File: src/rtl/hififo_rc_parse.sv
// hififo_rc_parse: RX TLP parser that turns CplD payloads into tagged quadwords and 3-DW MWr into PIO strobes.
// Optional dropped-TLP counter is built when HIFIFO_RC_ERRCNT_EN is defined.
module hififo_rc_parse (
  input  logic        clock,
  input  logic        reset,
  input  logic [63:0] rx_tdata,
  input  logic [7:0]  rx_tkeep,
  input  logic        rx_tvalid,
  input  logic        rx_tlast,
  output logic        rx_tready,
  output logic [63:0] rx_data,
  output logic        rc_valid,
  output logic [7:0]  rc_tag,
  output logic [5:0]  rc_index,
  output logic        pio_wvalid,
  output logic [12:0] pio_addr,
  output logic [15:0] err_count
);
  localparam int unsigned FT_W = 8;
  localparam logic [FT_W-1:0] FT_CPLD  = 8'b010_01010;
  localparam logic [FT_W-1:0] FT_MWR32 = 8'b010_00000;

  typedef enum logic [1:0] {HDR0, HDR1, DATA, DROP} state_t;
  state_t state, state_nxt;

  logic [FT_W-1:0] fmt_type;
  logic [9:0]      length;
  logic [2:0]      status;
  logic [11:0]     byte_count;
  logic [31:0]     hold;
  logic [7:0]      tag;
  logic [5:0]      index;
  logic [12:0]     addr;
  logic            mode_rc;
  logic            mode_pio;
  logic            pio_done;

  logic            is_cpld_c;
  logic            is_mwr_c;
  logic            emit_rc_c;
  logic            emit_pio_c;
  logic            drop_c;
  logic [11:0]     bc_off_c;

  assign rx_tready = 1'b1;

  // Decode of the header latched from beat 0
  assign is_cpld_c = (fmt_type == FT_CPLD) && (status == 3'b000) &&
                     !length[0] && (length != 10'd0);
  assign is_mwr_c  = (fmt_type == FT_MWR32) && (length == 10'd2);
  assign bc_off_c  = 12'h200 - byte_count;

  always_ff @(posedge clock) begin
    if (reset) state <= HDR0;
    else       state <= state_nxt;
  end

  always_comb begin
    state_nxt  = state;
    emit_rc_c  = 1'b0;
    emit_pio_c = 1'b0;
    drop_c     = 1'b0;
    if (rx_tvalid) begin
      case (state)
        HDR0: begin
          if (rx_tlast) drop_c = 1'b1;
          else          state_nxt = HDR1;
        end
        HDR1: begin
          drop_c = !(is_cpld_c || is_mwr_c);
          if (rx_tlast)    state_nxt = HDR0;
          else if (drop_c) state_nxt = DROP;
          else             state_nxt = DATA;
        end
        DATA: begin
          emit_rc_c  = mode_rc;
          emit_pio_c = mode_pio && !pio_done;
          if (rx_tlast) state_nxt = HDR0;
        end
        DROP: begin
          if (rx_tlast) state_nxt = HDR0;
        end
        default: state_nxt = HDR0;
      endcase
    end
  end

  // Header capture, realignment hold register and registered outputs
  always_ff @(posedge clock) begin
    if (reset) begin
      fmt_type   <= '0;
      length     <= '0;
      status     <= '0;
      byte_count <= '0;
      hold       <= '0;
      tag        <= '0;
      index      <= '0;
      addr       <= '0;
      mode_rc    <= 1'b0;
      mode_pio   <= 1'b0;
      pio_done   <= 1'b0;
      rx_data    <= '0;
      rc_valid   <= 1'b0;
      rc_tag     <= '0;
      rc_index   <= '0;
      pio_wvalid <= 1'b0;
      pio_addr   <= '0;
    end else begin
      rc_valid   <= emit_rc_c;
      pio_wvalid <= emit_pio_c;
      if (rx_tvalid && state == HDR0) begin
        fmt_type   <= rx_tdata[31:24];
        length     <= rx_tdata[9:0];
        status     <= rx_tdata[47:45];
        byte_count <= rx_tdata[43:32];
      end
      if (rx_tvalid && state == HDR1) begin
        hold     <= rx_tdata[63:32];
        mode_rc  <= is_cpld_c;
        mode_pio <= is_mwr_c;
        pio_done <= 1'b0;
        if (is_cpld_c) begin
          tag   <= rx_tdata[15:8];
          index <= bc_off_c[8:3];
        end
        if (is_mwr_c) addr <= rx_tdata[15:3];
      end
      if (rx_tvalid && state == DATA) hold <= rx_tdata[63:32];
      if (emit_rc_c || emit_pio_c) rx_data <= {rx_tdata[31:0], hold};
      if (emit_rc_c) begin
        rc_tag   <= tag;
        rc_index <= index;
        index    <= index + 6'd1;
      end
      if (emit_pio_c) begin
        pio_addr <= addr;
        pio_done <= 1'b1;
      end
    end
  end

`ifdef HIFIFO_RC_ERRCNT_EN
  logic unused_bits;
  assign unused_bits = ^{rx_tkeep, rx_tdata[23:10], rx_tdata[44], bc_off_c[11:9], bc_off_c[2:0]};

  // Saturating count of dropped TLPs
  always_ff @(posedge clock) begin
    if (reset)                               err_count <= '0;
    else if (drop_c && err_count != 16'hFFFF) err_count <= err_count + 16'd1;
  end
`else
  logic unused_bits;
  assign unused_bits = ^{rx_tkeep, rx_tdata[23:10], rx_tdata[44], bc_off_c[11:9], bc_off_c[2:0], drop_c};
  assign err_count   = 16'd0;
`endif

endmodule
File: config.mk
export PLATFORM = sky130hd
export DESIGN_NAME = hififo_rc_parse
export DESIGN_NICKNAME = d
export VERILOG_FILES = /design/src/rtl/hififo_rc_parse.sv
export SDC_FILE = /design/constraint.sdc
export NUM_CORES = 1
export LEC_CHECK = 0
export CORE_MARGIN = 4
export CORE_UTILIZATION = 30
export CTS_CLUSTER_DIAMETER = 30
export DETAILED_ROUTE_END_ITERATION = 8
export GPL_TIMING_DRIVEN = 0
export HOLD_SLACK_MARGIN = 0.03
export PLACE_DENSITY = 0.56
export SYNTH_ARGS = -nofsm -noshare
export SYNTH_HDL_FRONTEND = slang
export SYNTH_SLANG_ARGS = --single-unit
File: constraint.sdc
create_clock -name clock -period 2.8 [get_ports clock]
set_input_delay 0.56 -clock clock [delete_from_list [all_inputs] [get_ports clock]]
set_output_delay 0.56 -clock clock [all_outputs]
set_load 0.005 [all_outputs]
# After elaboration in Yosys (flattened, before gate mapping)
# Index checks and enable logic that the tools add are counted.
[word_totals]
reg_bits = 187
input_bits = 76
output_inout_bits = 110
elab_cells = 68
[classes]
add_sub_neg = 2
eq_ne = 8
n_mux = 16
n_reduce_logical = 24
[ops]
columns = ["operator", "count"]
rows = [
  ["$mux W32", 2],
  ["$mux W6", 3],
  ["$eq A8 B7 Y1 const B", 2],
  ["$eq A10 B2 Y1 const B", 1],
  ["$reduce_bool A10 Y1", 1],
  ["$sub A1 B9 Y9 const A", 1],
  ["$logic_and A1 B1 Y1", 8],
  ["$reduce_bool A2 Y1", 4],
  ["$mux W1", 7],
  ["$add A6 B1 Y6 const B", 1],
  ["$mux W2", 3],
  ["$pmux W2 S3", 1],
  ["$reduce_and A2 Y1", 3],
  ["$eq A2 B2 Y1 const B", 2],
  ["$logic_not A3 Y1", 1],
  ["$reduce_and A3 Y1", 1],
  ["$eq A2 B1 Y1 const B", 1],
  ["$logic_not A1 Y1", 2],
  ["$logic_not A2 Y1", 1],
  ["$logic_or A1 B1 Y1", 2],
  ["$ne A2 B1 Y1 const B", 1],
  ["$ne A2 B2 Y1 const B", 1],
  ["$reduce_or A2 Y1", 1],
]

# Depth between registers and ports, before layout
# Gate-level depths: netlist of run 1.
[depth]
ltp_word = 8
ltp_mapped = 8
depth_no_buf = 5

# Worst setup path before layout of run 1
# OpenSTA, ideal clock, no wires.
[synth_path]
path_type = "input to register"
start = "in rx_tvalid"
end = "reg rx_data[2]"
setup_time_ns = 0.070
t_arrival_ns = 1.816
t_required_ns = 2.730
setup_slack_ns = 0.913
path_stages = 8
path_buffers = 3
path_cell_list = "buf_2 nor2b_1 and4b_1 clkbuf_1 nor2_2 buf_2 nand2_1 a21oi_1"
[synth_via]
elab_chain_cells = 2
word_cells_on_any_way = 3
classes_between = "2 x mux; 1 x reduce/logical"
[synth_rtl]
columns = ["item", "line", "source"]
rows = [
  ["from (decl)", "8", "input logic rx_tvalid,"],
  ["$mux W1", "63", "if (rx_tvalid) begin"],
  ["$logic_or A1 B1 Y1 *", "129", "if (emit_rc_c || emit_pio_c) rx_data <= {rx_tdata[31:0], hold};"],
  ["to (signal assigned)", "129", ""],
  ["to (decl)", "11", "output logic [63:0] rx_data,"],
]
# Mark *: on every way between the ends. The rest lies on a longest branch, timed or not.
# A chain may end at the register's enable or synchronous reset.

# Worst setup path in the final report of run 1
[layout_path]
start = "reg state[0]"
end = "reg rx_data[51]"
[layout_via]
elab_chain_cells = 4
word_cells_on_any_way = 6
classes_between = "1 x eq/ne; 4 x mux; 1 x reduce/logical"
[layout_rtl]
columns = ["item", "line", "source"]
rows = [
  ["from (decl)", "24", "state_t state, state_nxt;"],
  ["from (signal assigned)", "55", "else state <= state_nxt;"],
  ["$eq A2 B2 Y1 *", "64", "case (state)"],
  ["$mux W1", "64", ""],
  ["$mux W1", "63", ""],
  ["$logic_or A1 B1 Y1 *", "129", ""],
]
# Marks and branches as above.

==> impl_metrics.toml, run 1 <==
[sta]
finalSetupTns_ps = 0
rsz0062_at_grt = "false"
setup_violations = 0
layout_setup_ws_ps = 458
drv_slew = 0
final.period_utilization_pct = 83.6
hold_viol = 0
skew_ps = 13.2
max_slew_margin_pct = 51.9
fin_crit_ps = 2340
clock.fmax_ghz = 0.427
holdWs_ps = 449
tightest_slew_ps = 721

[route]
drtAntennaViolNets = 0
vias_per_cell = 4.51
wire_per_inst_um = 15.2
remaining_drc_errors = 0
drt_iter0_markers = 338
vias = 6151
first_pass_iters = 4
wirelength_um = 20700

[global_routing]
grtUsageTotal_pct = 16.0
grt_max_degree = 20
overflow = 0
grt_antenna_before_repair = 3
first_global_vias = 6045
grt_pass1_wl_um = 32500

[synth]
synth.distinct_cells = 41
yosysSeqAreaShare_pct = 54.4
synth-warning-count = 0
post_synth.cell_area_avg_um2 = 7.88
ys_ff_latch = 187
synth_edf_count = 0
syn-cell-area_um2 = 6880
syn-instance-count = 873
synthArstFlopShare_pct = 0
synthFlopType = "dfxtp_1"

[critical_path]
cp_max_fo = 10
crit_chain = "clkbuf_1, nor2b_1, and4b_1, clkbuf_1, nor2_2, buf_2, nand2_1, a21oi_1"
r2r-start = "state[0]$_SDFFE_PP0P_"
r2r_end = "rx_data[51]$_SDFFE_PP0P_"
startpoint = "state[0]$_SDFFE_PP0P_"
crit_type = "reg2reg"
end_kind = "flop"
cp-start-kind = "flop"
max_stage_delay_ps = 600
arrival_ps = 2700
setup.worst_path.end = "rx_data[51]$_SDFFE_PP0P_"
crit_slowest_cell = "nor2_2"
path_common_cell = "clkbuf_1"
reg2reg_slack_ps = 460
critPathRequiredTime_ps = 3160
r2r_cells = 8

[place]
place_area_um2 = 8870
place.gp.congestion = 0.827
dp_hpwl_um = 15300
dp_cells = 1331
port_buffers = 158
dp_slack_ps = 195

[cts]
post_cts_resized = 0
clk_pin_slew_ps = 70
cts-root-buf = "clkbuf_16"
post-cts-setup-buffer-count = 0
insertion_delay_ps = 440
htree_levels = 4
clock_sinks = 187
tritoncts = "yes"
cts_made_buffers = 17
cts_buffer_depth = 2
cts-hold-fix-buffers = 0

[worst_hold_path]
hold_path.class = "reg2reg"

[die]
die-area_um2 = 25400
num_rows = 55
die_w_um = 159
coreArea_um2 = 22600
ios = 186
chipHeight_um = 159
start_util_pct = 30.5

[final_layout]
final_cell_area_um2 = 9470
multiInputGateArea_um2 = 2800
final_cells = 1363
synthToLayoutAreaGrowth_pct = 37.6
n_fill_cell = 2374
diodes = 0
register_area_um2 = 3740
final_nets = 1142
drive_gt1_share_pct = 7.24

[outcome]
outcome = "finished, final reports clean"

[power]
p_leak_nw = 3.29
ir_drop_v = 0.000362
power_density_nw_per_um2 = 588

[run]
cap_viol_max_count = 0
## per-stage QoR
stage / util, % / power (mW)
global placement: 39.3 / 3.19
CTS: 41.9 / 5.63
global route: 41.9 / 5.78
floorplan: - / 3.00
detailed placement: 39.3 / 3.19
finish: 41.9 / 5.57
## logic make-up (layout without fill, tap and decap cells)
kind of cell / count (synthesis) / in the layout / synth area share, %
AND/OR/NAND/NOR: 407 / 407 / 24.4
AO/OA/AOI/OAI: 189 / 189 / 14.1
flip-flops: 187 / 187 / 54.4
buffers and inverters: 78 / 268 / 5.68
XOR/XNOR: 9 / 9 / 1.15
other: 2 / 17 / 0.109
adder cells (fa/ha/maj): 1 / 1 / 0.182
## registers in the layout, indices dropped and copies added, names as in the netlist, 2 cells and up
register / flops
rc_tag: 8
length: 10
addr: 13
status: 3
index: 6
byte_count: 9
hold: 32
state: 2
rx_data: 64
pio_addr: 13
rc_index: 6
tag: 8
fmt_type: 8
## placed cells by master (no fill, tap or decap), types with 2 or more instances in the layout
cell type        count
a21oi_1            181
clkbuf_16           17
nor2_1               6
nor4b_1              2
clkinvlp_4           3
inv_6                4
nor3_1               4
xor2_1               6
nand2_1            360
nand3_1              4
nand3b_1             3
conb_1              17
dfxtp_1            187
or3_1                2
nor2b_1              5
buf_4               20
buf_2               18
o21ai_0              2
clkbuf_1            39
xnor2_1              3
nand4b_1             2
nor4_1               3
and4b_1              2
clkdlybuf4s50_1    158
nand2b_1             2
inv_8                5
## synth_stat cells (2+ instances only)
cell        n  area share [%]
nand2_1   360              20
dfxtp_1   187              54
a21oi_1   181              13
clkbuf_1   39             2.1
buf_4      20             2.2
buf_2      18             1.3
nor2_1      6            0.33
xor2_1      6            0.76
nor2b_1     5            0.45
nand3_1     4            0.29
nor3_1      4            0.29
nand3b_1    3            0.33
nor4_1      3            0.27
xnor2_1     3            0.38
and4b_1     2            0.29
conb_1      2            0.11
nand2b_1    2            0.18
nand4b_1    2            0.25
nor4b_1     2            0.25
o21ai_0     2            0.15
or3_1       2            0.18
## report_power, final
part | internal [mW] | switching (mW)
registers | 2.71 | 0.0293
clock network | 1.28 | 1.17
logic | 0.171 | 0.217
## critical path, delay by kind of cell (launching register included)
kind	cells	cell delay [ps]
and+or+nand+nor	4	1060
buffers and inverters	3	770
DFF	1	310
AOI/OAI and AO/OA	1	120
## layout make-up
| class | instances | area share (%) |
|---|---|---|
| Tap cell | 285 | 3.77 |
| Buffer | 78 | 4.12 |
| Sequential cell | 187 | 39.5 |
| Clock inverter | 15 | 1.78 |
| Timing Repair Buffer | 158 | 16.7 |
| Clock buffer | 17 | 4.49 |
| Multi-Input combinational cell | 623 | 29.6 |
## per-layer routing
metal	share of wire, %	up-vias	GRT usage (%)	wire (um)
li1	-	3188	-	-
met1	48	2785	21.7	9870
met2	45	148	25.0	9260
met3	6.1	24	5.10	1260
met4	1.2	6	4.06	244
met5	0.14	-	0	28
## worst min-delay path by stage
stage / start / endpoint / slack (ps) / depth (start not counted)
global placement: rx_data[42]$_SDFFE_PP0P_ / rx_data[42]$_SDFFE_PP0P_ / 440 / 2
detailed placement: rx_data[45]$_SDFFE_PP0P_ / rx_data[45]$_SDFFE_PP0P_ / 440 / 2
floorplan: length[4]$_SDFFE_PP0P_ / length[4]$_SDFFE_PP0P_ / 430 / 2
global route: reset / rc_valid$_SDFF_PP0_ / 460 / 2
finish: rx_data[45]$_SDFFE_PP0P_ / rx_data[45]$_SDFFE_PP0P_ / 450 / 2
CTS: reset / rc_valid$_SDFF_PP0_ / 440 / 2
Note: power is estimated with default switching activity, not from simulation.
==> inputs of run 2 (changes only) <==
--- a/config.mk
+++ b/config.mk
@@ -11,7 +11,7 @@
 export DETAILED_ROUTE_END_ITERATION = 8
 export GPL_TIMING_DRIVEN = 0
 export HOLD_SLACK_MARGIN = 0.03
-export PLACE_DENSITY = 0.56
+export PLACE_DENSITY = 0.58
 export SYNTH_ARGS = -nofsm -noshare
 export SYNTH_HDL_FRONTEND = slang
 export SYNTH_SLANG_ARGS = --single-unit
==> constraint.sdc (replaced) <==
create_clock -name clock -period 1.9 [get_ports clock]
set_input_delay 0.38 -clock clock [delete_from_list [all_inputs] [get_ports clock]]
set_output_delay 0.38 -clock clock [all_outputs]
set_load 0.005 [all_outputs]
==> impl_metrics.toml, run 2 (synthesized netlist as in run 1, its figures left out) <==
[final_layout]
final_cell_mix = "359 x nand2_1, 184 x dfxtp_1, 175 x a21oi_1, 158 x clkdlybuf4s50_1, 32 x clkbuf_1"
layout_commonest_cell = "nand2_1"
reg_top3 = "rx_data x64, hold x32"
multiInputGateArea_um2 = 2900
diodes = 0
final_nets = 1154
synthToLayoutAreaGrowth_pct = 40.7
register_area_um2 = 3750
drive_gt1_share_pct = 10.5
largest_reg_flops = 64
n_fill_cell = 2292
top_register = "rx_data"

[route]
drtAntennaViolNets = 0
first_pass_iters = 5
drt_iter0_markers = 269
wirelength_um = 20600
vias = 6267
vias_per_cell = 4.56
wire_per_inst_um = 15.0
remaining_drc_errors = 0

[sta]
fin_crit_ps = 1920
max_slew_margin_pct = 55.1
drv_slew = 0
rsz0062_at_grt = "true"
skew_ps = 10.4
clock.fmax_ghz = 0.520
final.period_utilization_pct = 101
layout_setup_ws_ps = -24.6
tightest_slew_ps = 673
hold_viol = 0
setup_violations = 2

[cts]
insertion_delay_ps = 430
clk_pin_slew_ps = 70
cts_buffer_depth = 2
tritoncts = "yes"
cts_made_buffers = 17
cts-root-buf = "clkbuf_16"
clock_sinks = 187
htree_levels = 4

[critical_path]
critPathTopFamily = "simple AND/OR/NAND/NOR gates"
crit_type = "reg2reg"
critPathRequiredTime_ps = 2210
crit_chain = "or4b_4, nor3_4, and3b_1, buf_6, nor4b_1, or3_1"
crit_slowest_cell = "or4b_4"
cp_max_fo = 5
end_kind = "flop"
cp-start-kind = "flop"
arrival_ps = 2240
timing.critical_path.buf_inv = 1
max_stage_delay_ps = 540

[die]
die_w_um = 159
coreArea_um2 = 22600
die-area_um2 = 25400
start_util_pct = 30.5
chipHeight_um = 159
ios = 186
num_rows = 55

[power]
p_leak_nw = 3.38
ir_drop_v = 0.000541
fin_total_pwr_mw = 8.05
power_density_nw_per_um2 = 831

[global_routing]
grt_antenna_before_repair = 1
first_global_vias = 5864
overflow = 0
grt_pass1_wl_um = 31900
grt_max_degree = 19
grtUsageTotal_pct = 15.8

[place]
dp_hpwl_um = 15100
dp_slack_ps = -566
port_buffers = 158
place.gp.congestion = 0.799

[outcome]
violations = "setup timing"
outcome = "complete, but fails checks"

[worst_hold_path]
hold_path.class = "in2reg"

[run]
cap_viol_max_count = 0
==> run 2: final cells by class <==
| class | instances | share of cell area [%] |
|---|---|---|
| Clock inverter | 14 | 1.37 |
| Sequential cell | 187 | 38.7 |
| Clock buffer | 17 | 4.40 |
| Multi-Input combinational cell | 623 | 30.0 |
| Timing Repair Buffer | 172 | 17.5 |
| Tap cell | 285 | 3.69 |
| Buffer | 76 | 4.33 |
==> run 2: metrics by stage <==
step | util, % | setup TNS, ps | instances | cell area, um2 | hold WS [ps]
6_report | 42.9 | -26.0 | 1374 | 9680 | 315
5_1_grt | 42.9 | -589 | 1374 | 9680 | 320
4_1_cts | 42.4 | -170 | 1370 | 9570 | 277
3_5_place_dp | 39.3 | -35740 | 1331 | 8870 | 442
3_3_place_gp | 39.3 | -32410 | 1331 | 8870 | 437
2_1_floorplan | - | 0 | 888 | 6930 | 431
==> run 2: path summary, 6_finish.rpt <==
check | from | slack [ps] | end | depth (start not counted)
setup / recovery | fmt_type[5]$_SDFFE_PP0P_ | -20 | index[0]$_SDFFE_PP0P_ | 6
setup reg to reg | fmt_type[5]$_SDFFE_PP0P_ | -20 | index[0]$_SDFFE_PP0P_ | 6
hold / removal | reset | 320 | rc_valid$_SDFF_PP0_ | 2
hold reg to reg | rx_data[44]$_SDFFE_PP0P_ | 450 | rx_data[44]$_SDFFE_PP0P_ | 2
==> run 2: repair_timing <==
item | in CTS | in global routing
setup buffers | 8 | 5
pin swaps | 7 | 11
hold buffers | 0 | 0
setup endpoints to repair | 115 | 102
resized for setup | 19 | 24
cloned | 1 | 0
==> run 2: layer usage <==
metal	global-route usage, %	vias up	routed length [um]
li1	-	3207	-
met2	25.7	180	9490
met1	20.8	2867	9360
met4	3.43	2	206
met5	0	-	13
met3	4.71	11	1550
==> run 2: report_power, final <==
part | internal [mW] | switching [mW]
registers | 3.99 | 0.0519
clock network | 1.73 | 1.66
logic | 0.279 | 0.329
total | 6.00 | 2.04
==> inputs of run 3 (changes only) <==
--- a/config.mk
+++ b/config.mk
@@ -5,13 +5,16 @@
 export SDC_FILE = /design/constraint.sdc
 export NUM_CORES = 1
 export LEC_CHECK = 0
+export CELL_PAD_IN_SITES_DETAIL_PLACEMENT = 0
+export CELL_PAD_IN_SITES_GLOBAL_PLACEMENT = 1
 export CORE_MARGIN = 4
 export CORE_UTILIZATION = 30
 export CTS_CLUSTER_DIAMETER = 30
 export DETAILED_ROUTE_END_ITERATION = 8
 export GPL_TIMING_DRIVEN = 0
 export HOLD_SLACK_MARGIN = 0.03
-export PLACE_DENSITY = 0.58
+export PLACE_DENSITY = 0.75
+export SLEW_MARGIN = 10
 export SYNTH_ARGS = -nofsm -noshare
 export SYNTH_HDL_FRONTEND = slang
 export SYNTH_SLANG_ARGS = --single-unit
==> impl_metrics.toml, run 3 (synthesized netlist as in run 1, its figures left out) <==
[outcome]
outcome = "complete, but fails checks"
violations = "setup timing"

[cts]
tritoncts = "yes"
htree_levels = 4
insertion_delay_ps = 430
clk_pin_slew_ps = 70
cts_made_buffers = 17
cts_buffer_depth = 2
cts-root-buf = "clkbuf_16"
clock_sinks = 187

[final_layout]
reg_top3 = "rx_data x64, hold x32"
largest_reg_flops = 64
final_nets = 1153
n_fill_cell = 2299
layout_commonest_cell = "nand2_1"
drive_gt1_share_pct = 11.9
diodes = 0
final_cell_mix = "349 x nand2_1, 183 x dfxtp_1, 168 x a21oi_1, 158 x clkdlybuf4s50_1, 33 x clkbuf_1"
synthToLayoutAreaGrowth_pct = 42.5
top_register = "rx_data"

[route]
drtAntennaViolNets = 0
remaining_drc_errors = 0
drt_iter0_markers = 278
vias_per_cell = 4.55
vias = 6249
wire_per_inst_um = 15.1
first_pass_iters = 4
wirelength_um = 20700

[sta]
setup_violations = 7
tightest_slew_ps = 720
layout_setup_ws_ps = -39.9
max_slew_margin_pct = 52.0
skew_ps = 11.8
rsz0062_at_grt = "true"
final.period_utilization_pct = 102
hold_viol = 0
clock.fmax_ghz = 0.515
fin_crit_ps = 1940
drv_slew = 0

[die]
die_w_um = 159
chipHeight_um = 159
ios = 186
coreArea_um2 = 22600
num_rows = 55
start_util_pct = 30.5
die-area_um2 = 25400

[critical_path]
max_stage_delay_ps = 570
end_kind = "flop"
crit_type = "reg2reg"
crit_slowest_cell = "or4_4"
arrival_ps = 2250
cp-start-kind = "flop"
crit_chain = "or4_4, nor3_4, nand3b_1, buf_4, nor4_2, or3_1"
critPathRequiredTime_ps = 2210
reg2reg_slack_ps = -40
cp_max_fo = 3
timing.critical_path.buf_inv = 1
critPathTopFamily = "simple AND/OR/NAND/NOR gates"

[power]
p_leak_nw = 3.41
ir_drop_v = 0.000505
fin_total_pwr_mw = 8.13
power_density_nw_per_um2 = 830

[place]
dp_hpwl_um = 15000
place.gp.congestion = 0.789
port_buffers = 158
dp_slack_ps = -556

[global_routing]
grt_pass1_wl_um = 32400
grtUsageTotal_pct = 16.0
grt_antenna_before_repair = 0
first_global_vias = 6065
grt_max_degree = 20
overflow = 0

[worst_hold_path]
hold_path.class = "in2reg"

[run]
cap_viol_max_count = 0
run 3: cell types whose count changed in the layout (fill, tap and decap cells not counted), sizes merged:
cell / change
clkinvlp: -2
clkbuf: +2
buf: -3
clkinv: +3
run 3: area by class of cell:
class                      instances  area (um2)  share of cell area, %
sequential                       187        3750                   38.3
multi-input combinational        623        2980                   30.5
timing repair buffer             170        1700                   17.3
buffer                            77         430                   4.39
clock buffer                      17         425                   4.34
tap                              285         357                   3.64
clock inverter                    15         154                   1.57
run 3: path summary, 6_finish.rpt:
kind	from	cells after the start	endpoint
setup / recovery	length[4]$_SDFFE_PP0P_	6	index[0]$_SDFFE_PP0P_
hold / removal	reset	2	rc_valid$_SDFF_PP0_
setup reg to reg	length[4]$_SDFFE_PP0P_	6	index[0]$_SDFFE_PP0P_
hold reg to reg	rx_data[45]$_SDFFE_PP0P_	2	rx_data[45]$_SDFFE_PP0P_
run 3: repair_timing:
action,in CTS,in global routing
pin swaps,9,14
hold endpoints to repair,0,0
buffers inserted,9,1
hold buffers,0,0
setup endpoints to repair,111,147
cloned,1,1
gates resized for setup,25,42
run 3: power by group:
part	switching, mW	total [mW]	internal [mW]
sequential	0.0498	4.04	3.99
clock	1.73	3.49	1.76
combinational	0.328	0.599	0.271
total	2.11	8.13	6.02
run 3: routing by layer:
metal | up-vias | share of wire (%) | track usage (%)
met1 | 2873 | 47 | 21.3
li1 | 3210 | - | -
met3 | 21 | 4.8 | 4.19
met2 | 145 | 46 | 25.7
met5 | - | 0 | 0
met4 | 0 | 1.6 | 4.26
run 3: through the flow:
stage	instances	TNS, ps	hold slack [ps]	instance area [um2]	utilization, %
4_1_cts	1373	-36.9	249	9630	42.6
5_1_grt	1374	-1150	280	9800	43.4
3_3_place_gp	1331	-32100	438	8870	39.3
2_1_floorplan	888	0	431	6930	-
6_report	1374	-89.7	271	9800	43.4
3_5_place_dp	1331	-35710	443	8870	39.3
